==> config.mk <==
export PLATFORM = sky130hd
export DESIGN_NAME = regfile_param
export DESIGN_NICKNAME = d
export VERILOG_FILES = /design/src/rtl/regfile_param_pkg.sv /design/src/rtl/regfile_clear_ctrl.sv /design/src/rtl/regfile_param.sv
export SDC_FILE = /design/constraint.sdc
export NUM_CORES = 1
export LEC_CHECK = 0
export ABC_AREA = 1
export CAP_MARGIN = 5
export CORE_MARGIN = 2
export CORE_UTILIZATION = 45
export CTS_CLUSTER_SIZE = 8
export DETAILED_ROUTE_END_ITERATION = 12
export HOLD_SLACK_MARGIN = 0.08
export REMOVE_ABC_BUFFERS = 1
export SYNTH_ARGS = -nofsm -noshare
export SYNTH_HDL_FRONTEND = slang
export SYNTH_SLANG_ARGS = --single-unit
==> constraint.sdc <==
create_clock -name clk -period 4.1 [get_ports clk]
set_clock_uncertainty 0.15 [all_clocks]
set_input_delay 1.23 -clock clk [delete_from_list [all_inputs] [get_ports clk]]
set_output_delay 1.23 -clock clk [all_outputs]
set_load 0.01 [all_outputs]
==> src/rtl/regfile_param_pkg.sv <==
// Shared types and helpers for the parametrised register file.
package regfile_param_pkg;

  localparam logic [3:0] RNONE = 4'hF;

  typedef enum logic {
    RF_INIT = 1'b0,
    RF_RUN  = 1'b1
  } rf_state_t;

  // Index width for an array of n entries; a single-entry file still needs one bit.
  function automatic int idx_w(input int n);
    return (n > 1) ? $clog2(n) : 1;
  endfunction

endpackage

==> src/rtl/regfile_clear_ctrl.sv <==
// Post-reset clear sequencer: walks every register index once, then raises ready.
// The walk takes NUM_REGS cycles after reset drops; reset at any time restarts it from index 0.
module regfile_clear_ctrl
  import regfile_param_pkg::*;
#(
  parameter int NUM_REGS = 8,
  parameter int IW       = 3
) (
  input  logic          clk,
  input  logic          rst,
  output logic          clr_we,
  output logic [IW-1:0] clr_idx,
  output logic          ready
);

  localparam logic [IW-1:0] LAST = IW'(NUM_REGS - 1);

  rf_state_t     state;
  rf_state_t     state_nxt;
  logic [IW-1:0] cnt;

  always_ff @(posedge clk) begin
    if (rst) begin
      state <= RF_INIT;
      cnt   <= '0;
    end else begin
      state <= state_nxt;
      if (state == RF_INIT) begin
        cnt <= (cnt == LAST) ? '0 : cnt + IW'(1);
      end
    end
  end

  always_comb begin
    state_nxt = state;
    if (state == RF_INIT && cnt == LAST) begin
      state_nxt = RF_RUN;
    end
  end

  always_comb begin
    clr_we  = (state == RF_INIT) && !rst;
    clr_idx = cnt;
    ready   = (state == RF_RUN);
  end

endmodule

==> src/rtl/regfile_param.sv <==
// WIDTH x NUM_REGS register file: two async read ports, two sync write ports (M beats E), sticky err.
// Optional REGFILE_BYPASS_EN forwards same-cycle write data to the read ports.
module regfile_param
  import regfile_param_pkg::*;
#(
  parameter int               WIDTH      = 32,
  parameter int               NUM_REGS   = 8,
  parameter logic [WIDTH-1:0] INIT_VALUE = '0
) (
  input  logic             clk,
  input  logic             rst,
  input  logic [3:0]       srcA,
  input  logic [3:0]       srcB,
  input  logic [3:0]       dstE,
  input  logic [3:0]       dstM,
  input  logic [WIDTH-1:0] valE,
  input  logic [WIDTH-1:0] valM,
  output logic [WIDTH-1:0] valA,
  output logic [WIDTH-1:0] valB,
  output logic             ready,
  output logic             err
);

  localparam int         IW   = idx_w(NUM_REGS);
  localparam logic [3:0] NREG = 4'(NUM_REGS);

  logic [WIDTH-1:0] regs [NUM_REGS];
  logic             clr_we;
  logic [IW-1:0]    clr_idx;
  logic             run_we;
  logic             valid_e, valid_m;
  logic             bad_e, bad_m;
  logic             we_e, we_m;

  regfile_clear_ctrl #(
    .NUM_REGS (NUM_REGS),
    .IW       (IW)
  ) u_clear_ctrl (
    .clk     (clk),
    .rst     (rst),
    .clr_we  (clr_we),
    .clr_idx (clr_idx),
    .ready   (ready)
  );

  always_comb begin
    run_we  = ready && !rst;
    valid_e = (dstE < NREG);
    valid_m = (dstM < NREG);
    bad_e   = !valid_e && (dstE != RNONE);
    bad_m   = !valid_m && (dstM != RNONE);
    we_e    = run_we && valid_e;
    we_m    = run_we && valid_m;
  end

  // M is written after E so a shared index keeps valM.
  always_ff @(posedge clk) begin
    if (clr_we) begin
      regs[clr_idx] <= INIT_VALUE;
    end else begin
      if (we_e) regs[dstE[IW-1:0]] <= valE;
      if (we_m) regs[dstM[IW-1:0]] <= valM;
    end
  end

  always_ff @(posedge clk) begin
    if (rst) begin
      err <= 1'b0;
    end else if (run_we && (bad_e || bad_m)) begin
      err <= 1'b1;
    end
  end

  always_comb begin
    valA = '0;
    if (ready && srcA < NREG) begin
      valA = regs[srcA[IW-1:0]];
`ifdef REGFILE_BYPASS_EN
      if (we_e && dstE == srcA) valA = valE;
      if (we_m && dstM == srcA) valA = valM;
`endif
    end
  end

  always_comb begin
    valB = '0;
    if (ready && srcB < NREG) begin
      valB = regs[srcB[IW-1:0]];
`ifdef REGFILE_BYPASS_EN
      if (we_e && dstE == srcB) valB = valE;
      if (we_m && dstM == srcB) valB = valM;
`endif
    end
  end

endmodule
==> flow_results.xml, run 1 <==
<?xml version="1.0" encoding="UTF-8"?>
<metrics>
  <group name="run_status">
    <metric name="run_status" unit="">finished, final reports clean</metric>
  </group>
  <group name="critical_path">
    <metric name="critical_path_peak_fanout" unit="">5</metric>
    <metric name="slowest_stage" unit="">sky130_fd_sc_hd__clkdlybuf4s50_1</metric>
    <metric name="timing.critical_path.from_type" unit="">input port</metric>
    <metric name="timing.setup.critical_path_class" unit="">input port to primary output</metric>
    <metric name="endpoint_kind" unit="">primary output</metric>
    <metric name="slowest_stage_delay_cp" unit="ps">440</metric>
    <metric name="data_arrival_time_of_the_critical_path" unit="ps">2680</metric>
    <metric name="worstPathCellList" unit="">clkdlybuf4s50_1 -&gt; nor2_4 -&gt; buf_4 -&gt; bufbuf_16 -&gt; nand2_1 -&gt; nor2_2 -&gt; clkdlybuf4s15_2</metric>
    <metric name="critical_path.top_delay_family" unit="">buffers and inverters</metric>
    <metric name="worst_ep_required_time" unit="ps">2720</metric>
    <metric name="critPathBufInv" unit="">4</metric>
  </group>
  <group name="global_routing">
    <metric name="number_of_global_route_vias_before_repair" unit="">15400</metric>
    <metric name="grt-ovfl-total" unit="">0</metric>
    <metric name="largest_net_degree_at_the_start_of_global_routing" unit="">65</metric>
    <metric name="wire_length_of_the_first_global_routing_pass" unit="mm">88.6</metric>
    <metric name="grt_antenna_before_repair" unit="">0</metric>
    <metric name="track_usage" unit="%">30.0</metric>
  </group>
  <group name="final_layout">
    <metric name="nets" unit="">2501</metric>
    <metric name="postLayoutCoreUtil" unit="%">55.8</metric>
    <metric name="area.sequential" unit="µm²">7790</metric>
    <metric name="mostFrequentLayoutCell" unit="">sky130_fd_sc_hd__nand2_1</metric>
    <metric name="layout-area-overhead-vs-synth" unit="%">22.2</metric>
    <metric name="design_area" unit="µm²">20400</metric>
    <metric name="post_route_cells_drive_above_1_share" unit="%">9.45</metric>
    <metric name="antennaDiodeCount" unit="">0</metric>
    <metric name="n_fill_cell" unit="">3423</metric>
    <metric name="final_cell_mix" unit="">602 x sky130_fd_sc_hd__nand2_1, 336 x sky130_fd_sc_hd__nor2_1, 256 x sky130_fd_sc_hd__edfxtp_1</metric>
    <metric name="multiInputGateArea" unit="µm²">7330</metric>
  </group>
  <group name="power_and_ir_drop">
    <metric name="total_power" unit="mW">6.54</metric>
    <metric name="power_frac_seq" unit="%">45.8</metric>
    <metric name="total_leakage_power" unit="nW">8.52</metric>
    <metric name="share_of_power_burned_in_the_clock_network" unit="%">41.9</metric>
    <metric name="p_sw_share" unit="%">24.8</metric>
    <metric name="power.density" unit="nW/µm²">320</metric>
    <metric name="power_frac_comb" unit="%">12.4</metric>
    <metric name="internal-power" unit="mW">4.92</metric>
    <metric name="switching_power" unit="mW">1.63</metric>
    <metric name="vdd.ir_drop.worst" unit="mV">0.225</metric>
  </group>
  <group name="synth">
    <metric name="synth.distinct_cells" unit="">25</metric>
    <metric name="postSynthCellCount" unit="">2273</metric>
    <metric name="synth-warning-count" unit="">0</metric>
    <metric name="syn-cell-area" unit="µm²">16700</metric>
    <metric name="postSynthRegisterBits" unit="">261</metric>
    <metric name="synth.yosys.seq_area_share" unit="%">46.5</metric>
    <metric name="avgSynthCellArea" unit="µm²">7.36</metric>
  </group>
  <group name="sta">
    <metric name="fmax" unit="MHz">246</metric>
    <metric name="hold_violations" unit="">0</metric>
    <metric name="fin_worst_hold_slack" unit="ps">311</metric>
    <metric name="slew_viol_final" unit="">0</metric>
    <metric name="min_period_over_period" unit="%">99.0</metric>
    <metric name="rsz0062_at_grt" unit="">false</metric>
    <metric name="worst-slew-pin-transition" unit="ps">838</metric>
    <metric name="setup_viol" unit="">0</metric>
    <metric name="maxSlewHeadroom" unit="%">44.1</metric>
    <metric name="fin_crit" unit="ps">4060</metric>
  </group>
  <group name="clock_network">
    <metric name="clk_path_buf_depth" unit="">3</metric>
    <metric name="clock_tree_root" unit="">sky130_fd_sc_hd__clkbuf_16</metric>
    <metric name="cts_made_buffers" unit="">38</metric>
    <metric name="clk_transition_reported_paths" unit="ps">50</metric>
    <metric name="clock_tree_from_tritoncts" unit="">done</metric>
    <metric name="insertion_delay" unit="ps">500</metric>
    <metric name="ctsHoldBuffers" unit="">0</metric>
    <metric name="cts_sinks" unit="">261</metric>
    <metric name="cts-htree-levels" unit="">2</metric>
  </group>
  <group name="placement">
    <metric name="post_dp_cell_area" unit="µm²">19400</metric>
    <metric name="portBuffers" unit="">147</metric>
    <metric name="finalWeightedCongestion" unit="">0.855</metric>
    <metric name="hpwl_reported_at_the_end_of_detailed_placement" unit="mm">35.3</metric>
  </group>
  <group name="die">
    <metric name="fp.dieW" unit="µm">197</metric>
    <metric name="ioPinCount" unit="">148</metric>
    <metric name="dieArea" unit="µm²">38700</metric>
    <metric name="rows" unit="">70</metric>
    <metric name="floorplan.initialDensity" unit="%">45.7</metric>
    <metric name="core" unit="µm²">36600</metric>
    <metric name="floorplan.die.height" unit="µm">197</metric>
  </group>
  <group name="flow_run">
    <metric name="max-cap-violations" unit="">0</metric>
  </group>
  <group name="route">
    <metric name="routed_wire_length_per_instance" unit="µm">20.0</metric>
    <metric name="drc" unit="">0</metric>
    <metric name="drt-pass1-iter-count" unit="">6</metric>
    <metric name="antenna_violating_nets_post_route" unit="">0</metric>
    <metric name="avgViaCountPerCell" unit="">5.62</metric>
    <metric name="total_wirelength_of_the_detailed_routed_design" unit="mm">57.9</metric>
    <metric name="initialDrtViolationCount" unit="">1802</metric>
    <metric name="dr_total_vias" unit="">16200</metric>
  </group>
  <group name="hold_path">
    <metric name="worstHoldPathType" unit="">register to register</metric>
  </group>
</metrics>
## power groups by stage
| stage | clock network [mW] | logic (mW) | registers [mW] |
|---|---|---|---|
| 6_report | 2.74 | 0.808 | 2.99 |
| 5_1_grt | 2.87 | 0.875 | 3.00 |
| 4_1_cts | 2.77 | 0.797 | 2.99 |
| 3_5_place_dp | 0 | 0.778 | 3.04 |
| 3_3_place_gp | 0 | 0.770 | 3.04 |
| 2_1_floorplan | 0 | 0.341 | 3.04 |
## area by class of cell
class	instances	area share, %
Clock buffer	44	4.76
Clock inverter	1	0.0796
Inverter	210	3.93
Multi-Input combinational cell	1640	35.9
Sequential cell	261	38.1
Tap cell	468	2.87
Timing Repair Buffer	266	14.4
## layer usage
metal / GRT usage [%] / up-vias / routed length, µm
li1: - / 7729 / -
met4: 11.2 / 0 / 1890
met2: 48.9 / 825 / 26700
met3: 4.67 / 153 / 5610
met5: 0 / - / 0
met1: 40.6 / 7530 / 23700
## timing repair
| item | 4_1_cts | 5_1_grt |
|---|---|---|
| buffers inserted | 4 | 0 |
| cloned | 3 | 0 |
| gates resized for setup | 102 | 19 |
| pin swaps | 0 | 1 |
| endpoints found under the setup margin | 64 | 16 |
## cells by family (layout without fill, tap and decap cells)
family / after synthesis / in the layout / share of synthesized area [%]
AOI/OAI and AO/OA: 455 / 455 / 13.6
adders and majority gates: 2 / 2 / 0.150
buffers and inverters: 372 / 521 / 10.4
DFF: 261 / 261 / 46.5
and+or+nand+nor: 1183 / 1183 / 29.2
## worst paths after layout
kind	from	end	slack (ps)	cells after the start
min reg2reg	err	err	310	2
max reg2reg	u_clear_ctrl.ready	regs[0][16]	1780	8
min	err	err	310	2
max	srcB[3]	valB[1]	40	7
## sequential cells by signal (all words and copies together), names as in the netlist
signal and cells:
u_clear_ctrl.ready 1, err 1, regs 256, u_clear_ctrl.clr_idx 3
## per-stage QoR
stage / TNS (ps) / cells / worst slack (ps)
6_report: 0 / 2890 / 39.9
5_1_grt: 0 / 2890 / 5.09
4_1_cts: -3.05 / 2890 / -3.05
3_5_place_dp: -9300 / 2838 / -281
3_3_place_gp: -8740 / 2838 / -266
2_1_floorplan: -144950 / 2111 / -776
## cell usage after synthesis
cell | n | area, µm²
sky130_fd_sc_hd__o21ai_0 | 250 | 1250
sky130_fd_sc_hd__o21ai_1 | 202 | 1010
sky130_fd_sc_hd__buf_1 | 8 | 30.0
sky130_fd_sc_hd__nor2_1 | 345 | 1290
sky130_fd_sc_hd__nor2_4 | 13 | 146
sky130_fd_sc_hd__nand3_1 | 199 | 996
sky130_fd_sc_hd__dfxtp_1 | 5 | 100
sky130_fd_sc_hd__edfxtp_1 | 256 | 7690
sky130_fd_sc_hd__inv_1 | 206 | 773
sky130_fd_sc_hd__clkbuf_1 | 72 | 270
sky130_fd_sc_hd__inv_2 | 2 | 7.51
sky130_fd_sc_hd__ha_1 | 2 | 25.0
sky130_fd_sc_hd__nand2_1 | 610 | 2290
sky130_fd_sc_hd__nor2_8 | 1 | 20.0
sky130_fd_sc_hd__buf_4 | 9 | 67.6
sky130_fd_sc_hd__nand4_1 | 2 | 12.5
sky130_fd_sc_hd__nand3b_1 | 1 | 7.51
sky130_fd_sc_hd__buf_6 | 36 | 405
sky130_fd_sc_hd__nor2_2 | 3 | 18.8
sky130_fd_sc_hd__a211oi_1 | 1 | 7.51
sky130_fd_sc_hd__nand4_2 | 8 | 100
sky130_fd_sc_hd__clkinv_1 | 2 | 7.51
sky130_fd_sc_hd__buf_2 | 37 | 185
sky130_fd_sc_hd__a21oi_1 | 2 | 10.0
sky130_fd_sc_hd__nand2_2 | 1 | 6.26
## worst register-to-register path, cell delays in order (launching register included)
cell and delay (ps):
sky130_fd_sc_hd__dfxtp_1 500, sky130_fd_sc_hd__inv_2 180, sky130_fd_sc_hd__nor2_1 270, sky130_fd_sc_hd__nand3_1 130
sky130_fd_sc_hd__nand2_1 80, sky130_fd_sc_hd__nor2_1 80, sky130_fd_sc_hd__nand2_1 110, sky130_fd_sc_hd__nand2_2 290
sky130_fd_sc_hd__buf_12 300
No activity file was read; power rests on OpenSTA's default activity.
==> run 2, diff against run 1 <==
CORE_ASPECT_RATIO = 0.7   (was default)
==> run 2 against run 1 <==
Effect of this change:
- clock power grew 3%
- combinational power up 2.7%
- critical path depth stayed put
- final area is 0.15% higher
- count of clock-buffer cells in the layout down 4
- non-clock buffer count up 11
- sequential share of layout area down 0.056 points
- critical path type unchanged
==> flow_results.xml, run 2 (synthesized netlist as in run 1, its figures left out) <==
<?xml version="1.0" encoding="UTF-8"?>
<metrics>
  <group name="run_status">
    <metric name="run_status" unit="">finished, final reports clean</metric>
  </group>
  <group name="placement">
    <metric name="portBuffers" unit="">147</metric>
    <metric name="finalWeightedCongestion" unit="">0.859</metric>
    <metric name="hpwl_reported_at_the_end_of_detailed_placement" unit="mm">37.7</metric>
    <metric name="placed_cells" unit="">2869</metric>
  </group>
  <group name="clock_network">
    <metric name="cts_made_buffers" unit="">38</metric>
    <metric name="clk_path_buf_depth" unit="">3</metric>
    <metric name="clk_transition_reported_paths" unit="ps">50</metric>
    <metric name="clock_tree_from_tritoncts" unit="">done</metric>
    <metric name="clock_tree_root" unit="">sky130_fd_sc_hd__clkbuf_16</metric>
    <metric name="ctsHoldBuffers" unit="">0</metric>
    <metric name="cts_sinks" unit="">261</metric>
    <metric name="insertion_delay" unit="ps">520</metric>
    <metric name="cts-htree-levels" unit="">2</metric>
  </group>
  <group name="die">
    <metric name="floorplan.initialDensity" unit="%">45.3</metric>
    <metric name="dieArea" unit="µm²">38800</metric>
    <metric name="ioPinCount" unit="">148</metric>
    <metric name="rows" unit="">59</metric>
    <metric name="fp.dieW" unit="µm">234</metric>
    <metric name="floorplan.die.height" unit="µm">165</metric>
    <metric name="core" unit="µm²">36900</metric>
  </group>
  <group name="route">
    <metric name="met2WireLength" unit="mm">25.9</metric>
    <metric name="drt-pass1-iter-count" unit="">6</metric>
    <metric name="route.layer.met1.wl" unit="mm">25.3</metric>
    <metric name="routed_wire_length_per_instance" unit="µm">20.6</metric>
    <metric name="top_layer_reached_by_signal_wires" unit="">met4</metric>
    <metric name="avgViaCountPerCell" unit="">5.66</metric>
    <metric name="initialDrtViolationCount" unit="">2098</metric>
    <metric name="total_wirelength_of_the_detailed_routed_design" unit="mm">60.0</metric>
    <metric name="dr_total_vias" unit="">16500</metric>
    <metric name="drc" unit="">0</metric>
    <metric name="antenna_violating_nets_post_route" unit="">0</metric>
    <metric name="total_length_of_routed_met3_wires" unit="mm">7.04</metric>
  </group>
  <group name="final_layout">
    <metric name="n_fill_cell" unit="">3407</metric>
    <metric name="final_cell_mix" unit="">602 x sky130_fd_sc_hd__nand2_1, 342 x sky130_fd_sc_hd__nor2_1, 256 x sky130_fd_sc_hd__edfxtp_1</metric>
    <metric name="instances_no_fill" unit="">2918</metric>
    <metric name="mostFrequentLayoutCell" unit="">sky130_fd_sc_hd__nand2_1</metric>
    <metric name="largest_register_ffs" unit="">256</metric>
    <metric name="regMostFlops" unit="">regs</metric>
    <metric name="postLayoutCoreUtil" unit="%">55.5</metric>
    <metric name="antennaDiodeCount" unit="">0</metric>
    <metric name="layout-area-overhead-vs-synth" unit="%">22.3</metric>
    <metric name="post_route_cells_drive_above_1_share" unit="%">9.30</metric>
    <metric name="nets" unit="">2512</metric>
  </group>
  <group name="global_routing">
    <metric name="grt_antenna_before_repair" unit="">0</metric>
    <metric name="number_of_global_route_vias_before_repair" unit="">15500</metric>
    <metric name="grt-ovfl-total" unit="">0</metric>
    <metric name="track_usage" unit="%">31.2</metric>
    <metric name="largest_net_degree_at_the_start_of_global_routing" unit="">65</metric>
    <metric name="wire_length_of_the_first_global_routing_pass" unit="mm">90.9</metric>
  </group>
  <group name="sta">
    <metric name="fmax" unit="MHz">247</metric>
    <metric name="maxSlewHeadroom" unit="%">51.0</metric>
    <metric name="worst-slew-pin-transition" unit="ps">732</metric>
    <metric name="slew_viol_final" unit="">0</metric>
    <metric name="hold_violations" unit="">0</metric>
    <metric name="fin_worst_hold_slack" unit="ps">306</metric>
    <metric name="setup_viol" unit="">0</metric>
    <metric name="fin_crit" unit="ps">4060</metric>
    <metric name="rsz0062_at_grt" unit="">false</metric>
    <metric name="min_period_over_period" unit="%">98.9</metric>
  </group>
  <group name="critical_path">
    <metric name="data_arrival_time_of_the_critical_path" unit="ps">2680</metric>
    <metric name="critical_path_peak_fanout" unit="">9</metric>
    <metric name="critical_path.top_delay_family" unit="">buffers and inverters</metric>
    <metric name="endpoint_kind" unit="">primary output</metric>
    <metric name="timing.setup.critical_path_class" unit="">input port to primary output</metric>
    <metric name="critPathBufInv" unit="">4</metric>
    <metric name="slowest_stage_delay_cp" unit="ps">450</metric>
    <metric name="worst_ep_required_time" unit="ps">2720</metric>
    <metric name="slowest_stage" unit="">sky130_fd_sc_hd__clkdlybuf4s50_1</metric>
    <metric name="timing.critical_path.from_type" unit="">input port</metric>
    <metric name="worstPathCellList" unit="">clkdlybuf4s50_1 -&gt; nor2_4 -&gt; buf_12 -&gt; buf_4 -&gt; nand2_1 -&gt; nor2_1 -&gt; dlygate4sd2_1</metric>
  </group>
  <group name="hold_path">
    <metric name="worstHoldPathType" unit="">register to register</metric>
  </group>
  <group name="power_and_ir_drop">
    <metric name="vdd.ir_drop.worst" unit="mV">0.199</metric>
    <metric name="total_leakage_power" unit="nW">8.57</metric>
    <metric name="total_power" unit="mW">6.64</metric>
    <metric name="power.density" unit="nW/µm²">324</metric>
  </group>
  <group name="flow_run">
    <metric name="max-cap-violations" unit="">0</metric>
  </group>
</metrics>
[run 2: changes by cell type in the layout (fill, tap and decap cells not counted), moves of 3 or more]
cell	previous run	this run
sky130_fd_sc_hd__buf_4	65	81
sky130_fd_sc_hd__clkbuf_1	6	1
sky130_fd_sc_hd__clkbuf_2	9	4
sky130_fd_sc_hd__clkinv_1	0	3
sky130_fd_sc_hd__dlygate4sd2_1	47	57
sky130_fd_sc_hd__inv_6	1	4
sky130_fd_sc_hd__nor2_1	336	342
sky130_fd_sc_hd__nor2_2	10	4
sky130_fd_sc_hd__o21ai_0	250	247
sky130_fd_sc_hd__o21ai_1	202	205
[run 2: metal layers]
layer	up-vias	global-route usage, %
li1	7761	-
met1	7553	44.8
met2	1078	47.8
met3	130	4.88
met4	0	10.9
met5	-	0
[run 2: power by group]
part	switching (mW)	internal (mW)
Clock	1.15	1.67
Combinational	0.520	0.309
Sequential	0.0266	2.97
[run 2: final timing paths]
check / from / end / slack, ps / cells after the start
worst min-delay path: err / err / 310 / 2
worst max register to register: u_clear_ctrl.ready / regs[1][26] / 1710 / 8
worst max-delay path: srcB[3] / valB[14] / 40 / 7
worst min register to register: err / err / 310 / 2
[run 2: layout make-up]
cell class | count | area [µm²] | area share, %
Sequential cell | 261 | 7790 | 38.0
Multi-Input combinational cell | 1640 | 7320 | 35.7
Timing Repair Buffer | 277 | 2960 | 14.5
Clock buffer | 40 | 980 | 4.79
Inverter | 210 | 803 | 3.92
Tap cell | 488 | 611 | 2.98
Clock inverter | 2 | 12.5 | 0.0611
[run 2: through the flow]
step                      setup TNS, ps  worst slack (ps)  cell area, µm²
final                                 0              44.3           20500
after floorplan                 -144950              -776           15800
after CTS                             0              15.0           20500
after detailed placement          -6080              -252           19500
after global placement            -5510              -237           19500
after global routing                  0              9.04           20500
[run 2: what timing repair did]
action                                  4_1_cts  5_1_grt
buffers inserted                              6        0
pin swaps                                     0        1
endpoints found under the setup margin       64        6
gates cloned                                  1        0
resized for setup                            75       11
[run 2: worst reg2reg max path: cells and delay by family, from the launching register on]
kind | cells | cell delay [ps]
buffers and inverters | 2 | 490
DFF | 1 | 500
and+or+nand+nor | 6 | 1010
